`src/rtl/writeback_queue.sv`:
```
// Writeback queue: buffers ALU/memory results and drains one per cycle into the
// register file write port, with a pending scoreboard and youngest-entry bypass.
module writeback_queue #(
  parameter int unsigned DATA_W = 19,
  parameter int unsigned ADDR_W = 3,
  parameter int unsigned DEPTH  = 4
) (
  input  logic                      clk,
  input  logic                      rst,
  input  logic                      mem_valid,
  input  logic [ADDR_W-1:0]         mem_addr,
  input  logic [DATA_W-1:0]         mem_data,
  output logic                      mem_ready,
  input  logic                      alu_valid,
  input  logic [ADDR_W-1:0]         alu_addr,
  input  logic [DATA_W-1:0]         alu_data,
  output logic                      alu_ready,
  input  logic                      hold,
  output logic                      we3,
  output logic [ADDR_W-1:0]         a3,
  output logic [DATA_W-1:0]         wd3,
  input  logic [ADDR_W-1:0]         rd_a1,
  input  logic [ADDR_W-1:0]         rd_a2,
  output logic                      byp1_hit,
  output logic                      byp2_hit,
  output logic [DATA_W-1:0]         byp1_data,
  output logic [DATA_W-1:0]         byp2_data,
  output logic [(2**ADDR_W)-1:0]    pending,
  output logic [$clog2(DEPTH):0]    count,
  output logic                      full,
  output logic                      empty
);

  localparam int unsigned PTR_W = $clog2(DEPTH);
  localparam int unsigned CNT_W = PTR_W + 1;

  typedef struct packed {
    logic [ADDR_W-1:0] addr;
    logic [DATA_W-1:0] data;
  } entry_t;

  entry_t            slots [DEPTH];
  logic [PTR_W-1:0]  wr_ptr;
  logic [PTR_W-1:0]  rd_ptr;
  logic [CNT_W-1:0]  cnt;

  logic              deq;
  logic              enq;
  logic              space;
  entry_t            in_entry;

  // Flow control: memory path wins; a full queue still accepts while draining.
  always_comb begin
    empty     = (cnt == '0);
    full      = (cnt == CNT_W'(DEPTH));
    count     = cnt;
    deq       = !empty && !hold;
    space     = !full || deq;
    mem_ready = space;
    alu_ready = space && !mem_valid;
    enq       = space && (mem_valid || alu_valid);
    in_entry  = mem_valid ? '{addr: mem_addr, data: mem_data}
                          : '{addr: alu_addr, data: alu_data};
  end

  // Register file write port driven from the head entry.
  always_comb begin
    we3 = deq;
    a3  = '0;
    wd3 = '0;
    if (!empty) begin
      a3  = slots[rd_ptr].addr;
      wd3 = slots[rd_ptr].data;
    end
  end

  // Scan oldest to youngest so the last match seen is the youngest.
  always_comb begin
    logic [PTR_W-1:0] idx;
    idx       = '0;
    pending   = '0;
    byp1_hit  = 1'b0;
    byp2_hit  = 1'b0;
    byp1_data = '0;
    byp2_data = '0;
    for (int unsigned k = 0; k < DEPTH; k++) begin
      idx = rd_ptr + PTR_W'(k);
      if (CNT_W'(k) < cnt) begin
        pending[slots[idx].addr] = 1'b1;
        if (slots[idx].addr == rd_a1) begin
          byp1_hit  = 1'b1;
          byp1_data = slots[idx].data;
        end
        if (slots[idx].addr == rd_a2) begin
          byp2_hit  = 1'b1;
          byp2_data = slots[idx].data;
        end
      end
    end
  end

  always_ff @(posedge clk) begin
    if (rst) begin
      wr_ptr <= '0;
      rd_ptr <= '0;
      cnt    <= '0;
    end else begin
      if (enq) wr_ptr <= wr_ptr + PTR_W'(1);
      if (deq) rd_ptr <= rd_ptr + PTR_W'(1);
      cnt <= cnt + CNT_W'(enq) - CNT_W'(deq);
    end
  end

  // Payload storage needs no reset; validity comes from pointers and count.
  always_ff @(posedge clk) begin
    if (!rst && enq) slots[wr_ptr] <= in_entry;
  end

endmodule

```
`config.mk`:
```
export PLATFORM = sky130hd
export DESIGN_NAME = writeback_queue
export DESIGN_NICKNAME = d
export VERILOG_FILES = /design/src/rtl/writeback_queue.sv
export SDC_FILE = /design/constraint.sdc
export NUM_CORES = 1
export LEC_CHECK = 0
export CAP_MARGIN = 20
export CORE_MARGIN = 2
export CORE_UTILIZATION = 55
export DETAILED_ROUTE_END_ITERATION = 7
export PLACE_DENSITY = 0.82
export SLEW_MARGIN = 15
export SYNTH_ARGS = -nofsm -noshare
export SYNTH_HDL_FRONTEND = slang
export SYNTH_SLANG_ARGS = --single-unit
```
`constraint.sdc`:
```
create_clock -name clk -period 3.9 [get_ports clk]
set_clock_uncertainty 0.2 [all_clocks]
set_input_delay 0.78 -clock clk [delete_from_list [all_inputs] [get_ports clk]]
set_output_delay 0.78 -clock clk [all_outputs]
set_load 0.02 [all_outputs]
```
After elaboration in Yosys (flattened, before gate mapping):

Memory sizes are Yosys's and may differ from the RTL's. A register that Yosys moved wholly into a read port is not among the register bits.
Index checks and enable logic that the tools add are counted.

* output and inout bits: 78
* RAM bits: 88
* memories kept: 1
* register bits after elaboration: 7
* input port bits: 55
* logic and storage cells: 101

Memory list
* slots: depth 4, width 22, rd ports 4, clocked after memory_dff 1, write ports 1, RTL line 42 `entry_t slots [DEPTH];`

* bitwise gates (word level): 3
* mux-type cells: 51
* reductions and logical operators: 16
* add/subtract/negate cells: 6
* order comparisons: 12
* equal/unequal tests: 9

Operator list (count)
* two-way mux 19 bit: 17
* two-way mux 8 bit: 4
* == test 3 bit: 8
* OR 8 bit: 3
* two-way mux 1 bit: 22
* two-way mux 22 bit: 1
* less-than comparator 3 x 4 -> 1 bit, second input constant: 4
* demux 1 bit (select 3 bit): 4
* >= comparator 3 x 1 -> 1 bit, second input constant: 4
* logical AND 1 bit: 8
* less-than comparator 1 x 3 -> 1 bit, first input constant: 2
* less-than comparator 2 x 3 -> 1 bit, first input constant: 2
* logical NOT 1 bit: 5
* adder 2 x 1 -> 2 bit, second input constant: 2
* adder 2 bit, second input constant: 2
* two-way mux 2 bit: 2
* adder 3 x 1 -> 3 bit: 1
* == test 3 bit, second input constant: 1
* logical NOT 3 bit: 1
* two-way mux 3 bit: 1
* subtractor 3 x 1 -> 3 bit: 1
* logical OR 1 bit: 2

Depth between registers and ports, before layout:

Gate-level depths: netlist of run 1.
An unclocked memory read counts as a cell.

* depth after elaboration: 12
* gate-level depth with buffers: 10
* depth with buffers taken out: 9

Worst setup path before layout of run 1:

Ideal clock, no wire load.

* path kind: register to output
* start point: register cnt[1], in the netlist count[1]
* end point: output port pending[0]
* slack: 0.633 ns
* required time: 2.920 ns
* path buffers: 1
* stages on the path, launching flop included: 6
* arrival: 2.287 ns
* path through: dfxtp_1 inv_1 ha_1 clkbuf_1 or2_2 o311ai_0

* cells in the longest elaborated chain, start to end: 8
* elaborated cells on any way between the ends: 11

RTL lines
* start: declaration: RTL line 45 `logic [CNT_W-1:0] cnt;`
* start signal: assignment: RTL line 110 `cnt <= cnt + CNT_W'(enq) - CNT_W'(deq);`
* less-than comparator 1 x 3 -> 1 bit: RTL line 88 `if (CNT_W'(k) < cnt) begin`
* two-way mux 8 bit: RTL line 88
* OR 8 bit (no line)
* two-way mux 8 bit: RTL line 88
* OR 8 bit (no line)
* two-way mux 8 bit: RTL line 88
* OR 8 bit (no line)
* two-way mux 8 bit (*): RTL line 88
* end: declaration: RTL line 28 `output logic [(2**ADDR_W)-1:0] pending,`

Every way passes the cells marked *; elsewhere a longest branch is shown, timed or not.

Worst setup path after layout of run 1:

* start point: register rd_ptr[0]
* end point: output port byp1_data[9]

* cells in the longest elaborated chain, start to end: 9
* elaborated cells on any way between the ends: 13

RTL lines
* start: declaration: RTL line 44 `logic [PTR_W-1:0] rd_ptr;`
* start signal: assignment: RTL line 109 `if (deq) rd_ptr <= rd_ptr + PTR_W'(1);`
* adder 2 x 1 -> 2 bit: RTL line 87 `idx = rd_ptr + PTR_W'(k);`
* memory (4 x 22 bit) (*)
* == test 3 bit: RTL line 90 `if (slots[idx].addr == rd_a1) begin`
* two-way mux 19 bit: RTL line 90
* two-way mux 19 bit: RTL line 88
* two-way mux 19 bit: RTL line 90
* two-way mux 19 bit: RTL line 88
* two-way mux 19 bit: RTL line 90
* two-way mux 19 bit (*): RTL line 88
* end: declaration: RTL line 26 `output logic [DATA_W-1:0] byp1_data,`

Marks and branches as above.

==> results of run 1 <==
==> routing by layer <==
layer	wire, um	vias up	share of wire	global-route usage
met5	0	-	0	0
met4	1420	0	0.052	0.145
met3	2750	161	0.10	0.0578
met2	13200	621	0.48	0.568
met1	10000	3755	0.36	0.425
li1	-	3264	-	-
==> metrics by stage <==
| stage | power [mW] | TNS, ps | setup slack (ps) |
|---|---|---|---|
| after floorplan | 4.55 | 0 | 633 |
| after global placement | 6.48 | -2860 | -127 |
| after detailed placement | 6.60 | -3540 | -145 |
| after CTS | 7.39 | 0 | 0.558 |
| after global routing | 7.83 | -147 | -22.2 |
| final | 7.54 | 0 | 41.3 |
==> worst max-delay path, cell delays in order, from the launching register on <==
cell and delay [ps]:
dfxtp_4 450, buf_4 140, mux4_2 550, xnor2_1 260, and4_1 280, buf_12 190, nand2_1 90, a31o_1 240
dlygate4sd2_1 320
==> cells by family (layout without fill, tap and decap cells) <==
group | count (synthesis) | count (layout) | synth area share
and+or+nand+nor | 250 | 250 | 0.168
muxes | 151 | 151 | 0.267
AOI/OAI and AO/OA | 135 | 135 | 0.120
DFF | 97 | 97 | 0.340
buffers and inverters | 93 | 229 | 0.0538
xor gates and xnor gates | 31 | 31 | 0.0363
adders and majority gates | 9 | 9 | 0.0145
==> worst paths after layout <==
path	to	from	slack (ps)	depth (start not counted)
worst min-delay path	wr_ptr[1]	wr_ptr[1]	410	2
worst max register to register	count[2]	count[2]	1290	11
worst min register to register	wr_ptr[1]	wr_ptr[1]	410	2
worst max-delay path	byp1_data[9]	rd_ptr[0]	40	8
==> layout make-up <==
| type | count | area (um2) | share of cell area |
|---|---|---|---|
| Inverter | 10 | 37.5 | 0.00359 |
| Multi-Input combinational cell | 576 | 5110 | 0.488 |
| Sequential cell | 97 | 2830 | 0.270 |
| Clock buffer | 10 | 229 | 0.0219 |
| Timing Repair Buffer | 204 | 1980 | 0.189 |
| Tap cell | 184 | 230 | 0.0220 |
| Clock inverter | 5 | 57.6 | 0.00550 |
==> report_power, final <==
part           switching, mW  leakage [nW]  internal (mW)
Sequential             0.133         0.879           1.28
Combinational           3.02          2.55           2.23
Clock                  0.391         0.132          0.493
Total                   3.54          3.56           4.00
==> flip-flops by register name, indices dropped and copies added (netlist names), named ones only <==
signal / cells
wr_ptr: 2
rd_ptr: 2
count: 3
slots: 88
==> timing repair <==
action	in CTS	in global routing
hold buffers	0	0
setup endpoints to repair	41	27
gates resized for setup	48	8
setup buffers	2	3
hold endpoints to repair	0	0
pin swaps	0	1
==> layout by cell type, fill, tap and decap left out, types with 11 or more instances in the layout <==
cell,count
a21oi_1,23
a31o_1,19
and2_1,24
buf_12,12
buf_4,58
clkdlybuf4s50_1,89
dlygate4sd2_1,39
edfxtp_1,88
mux2_2,61
mux2i_1,40
mux4_2,48
nand2_1,47
nand4_1,78
nor2_1,33
nor2b_1,42
o211ai_1,33
o21ai_0,19
o2bb2ai_1,19
xnor2_1,15
xnor2_2,11
==> results.json, run 1 <==
{
  "outcome": "complete, no violations",
  "num_vias": 7801,
  "hp-class": "register to register",
  "criticalPathCategory": "register to output pin",
  "initialDrtViolationCount": 1271,
  "synth_commonest_cells": "88 x edfxtp_1, 78 x nand4_1, 61 x mux2_2",
  "placed_area_um2": 10100,
  "avgSynthCellArea_um2": 10.8,
  "worst_pin_slew_ps": 472,
  "drc": 0,
  "vdd_ir_drop_max_v": 0.000439,
  "place_inst": 1066,
  "cp.arrival_ps": 2880,
  "cts.sinks": 97,
  "dp_hpwl_um": 18400,
  "via_per_inst": 7.18,
  "grt.overflow.total": 0,
  "hold_slack_ps": 409,
  "p_leak_nw": 3.56,
  "syn_to_final_growth_pct": 26.0,
  "fp.dieH_um": 127,
  "grt_max_degree": 78,
  "post_synth_main_area_contributors": "edfxtp_1 32%, mux4_2 13%, mux2_2 8.3%",
  "first_global_vias": 7622,
  "drive_gt1_frac": 0.243,
  "synth_top_cell_area_share": 0.318,
  "fin_nets": 962,
  "synth_nets": 830,
  "cts_tree": "done",
  "synth_edf_count": 88,
  "yosysMostFrequentCell": "edfxtp_1",
  "final_cells": 1086,
  "ys_async_sr_fraction": 0,
  "syn_inst": 766,
  "initial_core_util": 0.567,
  "fillCellCount": 1014,
  "die_x_um": 127,
  "synth_top_cell_by_area": "edfxtp_1",
  "worstPathMaxFanout": 20,
  "synth_flop_cell": "edfxtp_1",
  "diodes": 0,
  "period_minus_slack_ps": 3860,
  "core_area_um2": 14600,
  "dr.pass1.iters": 6,
  "ant_nets": 0,
  "post-route-util": 0.715,
  "clk_pin_slew_ps": 70,
  "yosysWarnings": 0,
  "synth_cell_types": 45,
  "slew_violations": 0,
  "grt_pass1_wl_um": 42100,
  "crit_path_start_kind": "register",
  "setup_viol": 0,
  "finalHoldViolCount": 0,
  "htreeDepth": 3,
  "track_usage": 0.335,
  "synth_seq_cells": 97,
  "ioPinCount": 133,
  "port-buffer-count": 132,
  "dieArea_um2": 16100,
  "maxCapViolations": 0,
  "worstSkewPairLatency_ps": 340,
  "syn_area_um2": 8310,
  "cts_buffers": 9,
  "grt_antenna_before_repair": 0,
  "stdcell_area_um2": 10500,
  "required_ps": 2920,
  "powerDensity_nw_per_um2": 720,
  "clockBufferDepth": 2,
  "seq_area_frac_synth": 0.340,
  "relSlewSlack": 0.686,
  "cts_root_buf": "clkbuf_16",
  "rows": 44,
  "wl_um": 27400,
  "wl_per_cell_um": 25.2,
  "gp_congestion": 0.893,
  "max_freq_mhz": 259,
  "end_kind": "output pin",
  "finalCritPeriodShare": 0.989
}
No activity file was read; power rests on OpenSTA's default activity.
==> run 2, diff against run 1 <==
--- a/config.mk
+++ b/config.mk
@@ -5,11 +5,12 @@
 export SDC_FILE = /design/constraint.sdc
 export NUM_CORES = 1
 export LEC_CHECK = 0
-export CAP_MARGIN = 20
 export CORE_MARGIN = 2
-export CORE_UTILIZATION = 55
+export CORE_UTILIZATION = 56
+export CTS_BUF_LIST = sky130_fd_sc_hd__clkbuf_8
 export DETAILED_ROUTE_END_ITERATION = 7
-export PLACE_DENSITY = 0.82
+export GPL_TIMING_DRIVEN = 0
+export PLACE_DENSITY = 0.83
 export SLEW_MARGIN = 15
 export SYNTH_ARGS = -nofsm -noshare
 export SYNTH_HDL_FRONTEND = slang
==> results.json, run 2 (same netlist as run 1, synthesis figures left out) <==
{
  "layout_commonest_cell": "edfxtp_1",
  "cts_hold_repair.buffers": 0,
  "fp.dieH_um": 126,
  "grt_max_degree": 23,
  "worstRegToRegCells": 7,
  "diodes": 0,
  "powerDensity_nw_per_um2": 733,
  "first_global_vias": 7649,
  "power_mw": 7.82,
  "finalCritPeriodShare": 1.04,
  "ant_nets": 0,
  "dieArea_um2": 15800,
  "criticalPathCategory": "register to output pin",
  "largest_register_ffs": 88,
  "ioPinCount": 133,
  "grt_antenna_before_repair": 0,
  "grt_pass1_wl_um": 42000,
  "p_leak_nw": 3.67,
  "vdd_ir_drop_max_v": 0.000346,
  "initialDrtViolationCount": 1568,
  "slew_violations": 0,
  "num_vias": 8186,
  "rows": 44,
  "cts_root_buf": "clkbuf_8",
  "via_per_inst": 7.28,
  "worstPathMaxFanout": 10,
  "initial_core_util": 0.572,
  "whs_path_depth": 2,
  "layout_setup_ws_ps": -139,
  "regMostFlops": "slots",
  "relSlewSlack": 0.245,
  "dr.pass1.iters": 8,
  "die_x_um": 126,
  "period_minus_slack_ps": 4040,
  "stdcell_area_um2": 10700,
  "required_ps": 2920,
  "pwr-share-seq": 0.177,
  "rsz0062_at_grt": "yes",
  "port-buffer-count": 124,
  "worst_pin_slew_ps": 1130,
  "dp_hpwl_um": 18300,
  "setup_viol": 36,
  "grt.overflow.total": 0,
  "power.internal_mw": 4.04,
  "clockBufferDepth": 2,
  "outcome": "finished with violations",
  "maxCapViolations": 0,
  "placed_area_um2": 9780,
  "gp_congestion": 0.963,
  "power.share.clock": 0.099,
  "max_freq_mhz": 248,
  "worstSkewPairLatency_ps": 410,
  "cts_tree": "done",
  "p_sw_mw": 3.77,
  "core_area_um2": 14500,
  "drc": 1,
  "htreeDepth": 3,
  "sw_frac_of_total": 0.483,
  "cp.arrival_ps": 3060,
  "end_kind": "output pin",
  "finalHoldViolCount": 0,
  "hp-class": "register to register",
  "syn_to_final_growth_pct": 28.4,
  "hold_slack_ps": 382,
  "crit_path_start_kind": "register",
  "clk_pin_slew_ps": 100,
  "violations": "DRC, setup timing",
  "wl_per_cell_um": 26.4,
  "power_frac_comb": 0.725,
  "mostFrequentLayoutCells": "88 x edfxtp_1, 78 x nand4_1, 77 x clkdlybuf4s50_1",
  "cts_buffers": 9,
  "track_usage": 0.344,
  "cts.sinks": 97,
  "drive_gt1_frac": 0.326,
  "fin_nets": 1000,
  "wl_um": 29700
}
## run 2: cell types whose count changed in the layout (fill, tap and decap cells not counted), sizes merged, moves of 2 or more
| cell | change |
|---|---|
| dlymetal6s2s | +2 |
| clkinv | -2 |
| dlygate4sd2 | -37 |
| buf | +45 |
| clkbuf | +39 |
| clkdlybuf4s50 | -12 |
| inv | +3 |
## run 2: power by group through the flow
| stage | Combinational, mW | Clock, mW | Sequential, mW |
|---|---|---|---|
| after detailed placement | 4.98 | 0 | 1.39 |
| after CTS | 5.13 | 0.759 | 1.37 |
| after global placement | 4.94 | 0 | 1.38 |
| after global routing | 5.86 | 0.807 | 1.39 |
| after floorplan | 3.17 | 0 | 1.37 |
| final | 5.66 | 0.772 | 1.38 |
## run 2: worst paths after layout
| kind | from | end | slack, ps |
|---|---|---|---|
| worst max-delay path | rd_ptr[0] | byp1_data[15] | -140 |
| worst min-delay path | wr_ptr[1] | wr_ptr[1] | 380 |
| worst max register to register | count[2] | count[1] | 1130 |
| worst min register to register | wr_ptr[1] | wr_ptr[1] | 380 |
## run 2: area by class of cell
class,count,area [um2]
Buffer,83,571
Clock buffer,10,138
Clock inverter,6,83.8
Fill cell,996,3870
Inverter,10,37.5
Multi-Input combinational cell,576,5260
Sequential cell,97,2830
Tap cell,184,230
Timing Repair Buffer,159,1520
## run 2: repair_timing
item,in CTS,in global routing
gates cloned,0,4
pin swaps,4,27
resized for setup,178,148
setup endpoints to repair,49,46
setup buffers,9,22
## run 2: critical path: stages (launching register included)
cell,delay [ps]
dfxtp_2,330
buf_6,130
buf_6,120
buf_12,120
clkbuf_16,150
mux4_2,350
xnor2_1,260
nand4_1,310
buf_4,290
buf_4,200
a31o_1,210
clkbuf_2,160
## run 2: metrics by stage
stage	worst slack (ps)	util	setup TNS, ps	cells
6_report	-139	0.734	-1960	1125
3_5_place_dp	-251	0.673	-7090	1074
2_1_floorplan	633	-	0	766
5_1_grt	-154	0.734	-3490	1125
4_1_cts	0.267	0.711	0	1099
3_3_place_gp	-240	0.673	-5900	1074
## run 2: metal layers
layer / vias to the layer above / GRT usage / routed length [um]
met2: 783 / 0.533 / 13200
met4: 0 / 0.194 / 1990
li1: 3356 / - / -
met1: 3854 / 0.455 / 10700
met5: - / 0 / 0
met3: 193 / 0.0714 / 3810
==> run 3, diff against run 2 <==
--- a/config.mk
+++ b/config.mk
@@ -6,11 +6,12 @@
 export NUM_CORES = 1
 export LEC_CHECK = 0
 export CORE_MARGIN = 2
-export CORE_UTILIZATION = 56
+export CORE_UTILIZATION = 60
 export CTS_BUF_LIST = sky130_fd_sc_hd__clkbuf_8
 export DETAILED_ROUTE_END_ITERATION = 7
+export DONT_BUFFER_PORTS = 1
 export GPL_TIMING_DRIVEN = 0
-export PLACE_DENSITY = 0.83
+export PLACE_DENSITY = 0.76
 export SLEW_MARGIN = 15
 export SYNTH_ARGS = -nofsm -noshare
 export SYNTH_HDL_FRONTEND = slang
==> results.json, run 3 (same netlist as run 1, synthesis figures left out) <==
{
  "outcome": "finished with violations",
  "violations": "setup timing",
  "whs_path_depth": 2,
  "p_sw_mw": 3.58,
  "drive_gt1_frac": 0.290,
  "dieArea_um2": 14800,
  "r2r_slack_ps": 490,
  "core_area_um2": 13400,
  "num_vias": 7448,
  "required_ps": 2920,
  "worst_pin_slew_ps": 930,
  "cts_tree": "done",
  "placed_area_um2": 8530,
  "stdcell_area_um2": 9050,
  "clk_pin_slew_ps": 100,
  "period_minus_slack_ps": 3910,
  "cts.sinks": 97,
  "layout_commonest_cell": "edfxtp_1",
  "regMostFlops": "slots",
  "criticalPathCategory": "register to output pin",
  "mostFrequentLayoutCells": "88 x edfxtp_1, 78 x nand4_1, 61 x mux2_2",
  "grt.overflow.total": 0,
  "end_kind": "output pin",
  "relSlewSlack": 0.378,
  "ioPinCount": 133,
  "via_per_inst": 7.71,
  "cp.arrival_ps": 2930,
  "critical-path-max-stage-delay_ps": 650,
  "finalCritPeriodShare": 1.00,
  "dp_hpwl_um": 18600,
  "largest_register_ffs": 88,
  "initial_core_util": 0.620,
  "worstPathMaxFanout": 10,
  "drc": 0,
  "pwr-share-seq": 0.209,
  "worstRegToRegCells": 8,
  "worstHoldEndpoint": "wr_ptr[1]",
  "cts_buffers": 9,
  "worstHoldStart": "wr_ptr[1]",
  "cts_hold_repair.buffers": 0,
  "timing.rr.end": "count[1]",
  "max_freq_mhz": 256,
  "dr.pass1.iters": 8,
  "power.share.clock": 0.108,
  "vdd_ir_drop_max_v": 0.000398,
  "htreeDepth": 3,
  "hold_slack_ps": 415,
  "port-buffer-count": 0,
  "syn_to_final_growth_pct": 8.93,
  "rows": 42,
  "wl_um": 27900,
  "initialDrtViolationCount": 1192,
  "maxCapViolations": 0,
  "rsz0062_at_grt": "yes",
  "diodes": 0,
  "powerDensity_nw_per_um2": 737,
  "worstPathCellList": "buf_2 > mux4_2 > xnor2_1 > nand4_1 > clkbuf_1 > o2bb2ai_1",
  "p_leak_nw": 2.79,
  "r2r-start": "count[2]",
  "sw_frac_of_total": 0.536,
  "grt_antenna_before_repair": 0,
  "worstSkewPairLatency_ps": 400,
  "cts_root_buf": "clkbuf_8",
  "track_usage": 0.375,
  "ant_nets": 0,
  "layout_setup_ws_ps": -7.26,
  "first_global_vias": 7310,
  "gp_congestion": 0.959,
  "die_x_um": 122,
  "wl_per_cell_um": 28.9,
  "fp.dieH_um": 122,
  "hp-class": "register to register",
  "setup_viol": 1,
  "slew_violations": 0,
  "fin_nets": 849,
  "power_frac_comb": 0.682,
  "cp_slowest_cell": "mux4_2",
  "finalHoldViolCount": 0,
  "grt_max_degree": 23,
  "crit_path_start_kind": "register",
  "power.internal_mw": 3.09,
  "clockBufferDepth": 2,
  "grt_pass1_wl_um": 41200
}
run 3: worst max-delay path: cells and delay by family (launching register included):
family | cells | cell delay (ps)
AOI/OAI and AO/OA | 1 | 580
DFF | 1 | 320
xor gates and xnor gates | 1 | 230
muxes | 1 | 650
and+or+nand+nor | 1 | 180
buffers and inverters | 2 | 570
run 3: stage by stage:
| step | std cells | utilization | power, mW | setup TNS (ps) | worst slack, ps |
|---|---|---|---|---|---|
| after detailed placement | 942 | 0.637 | 5.57 | 0 | 38.0 |
| after CTS | 958 | 0.658 | 6.34 | -256 | -31.1 |
| after global routing | 966 | 0.675 | 6.91 | -610 | -81.2 |
| after global placement | 942 | 0.636 | 5.46 | 0 | 118 |
| after floorplan | 766 | - | 4.55 | 0 | 633 |
| final | 966 | 0.675 | 6.67 | -7.26 | -7.26 |
run 3: timing repair:
| item | CTS | global route |
|---|---|---|
| buffers inserted | 0 | 8 |
| gates cloned | 0 | 0 |
| pin swaps | 0 | 2 |
| endpoints found under the setup margin | 44 | 43 |
| resized for setup | 25 | 58 |
run 3: power groups by stage:
stage,Combinational [mW],Sequential (mW),Clock [mW]
floorplan,3.17,1.37,0
global placement,4.06,1.40,0
detailed placement,4.15,1.41,0
CTS,4.22,1.39,0.724
global route,4.73,1.41,0.767
finish,4.55,1.40,0.724
run 3: routing by layer:
layer	up-vias	GRT usage	wire, um
met5	-	0	0
met2	657	0.604	13200
met1	3578	0.466	9970
met3	166	0.0946	3100
met4	0	0.203	1680
li1	3047	-	-
run 3: how the worst max path moves through the flow:
stage | to | from | cells past startpoint
detailed placement | byp2_data[17] | count[2] | 7
global route | byp2_data[18] | rd_ptr[1] | 6
floorplan | pending[0] | count[1] | 5
finish | byp2_data[18] | rd_ptr[1] | 6
CTS | byp2_data[9] | rd_ptr[0] | 8
global placement | byp2_data[17] | count[2] | 7
run 3: cell type report:
cell class	instances	area [um2]
inverters	10	37.5
well taps	176	220
clock inverters	7	97.6
clock buffers	9	124
multi-input cells	576	5200
fillers	1044	4350
plain buffers	83	485
repair buffers	8	60.1
flip-flops and latches	97	2830
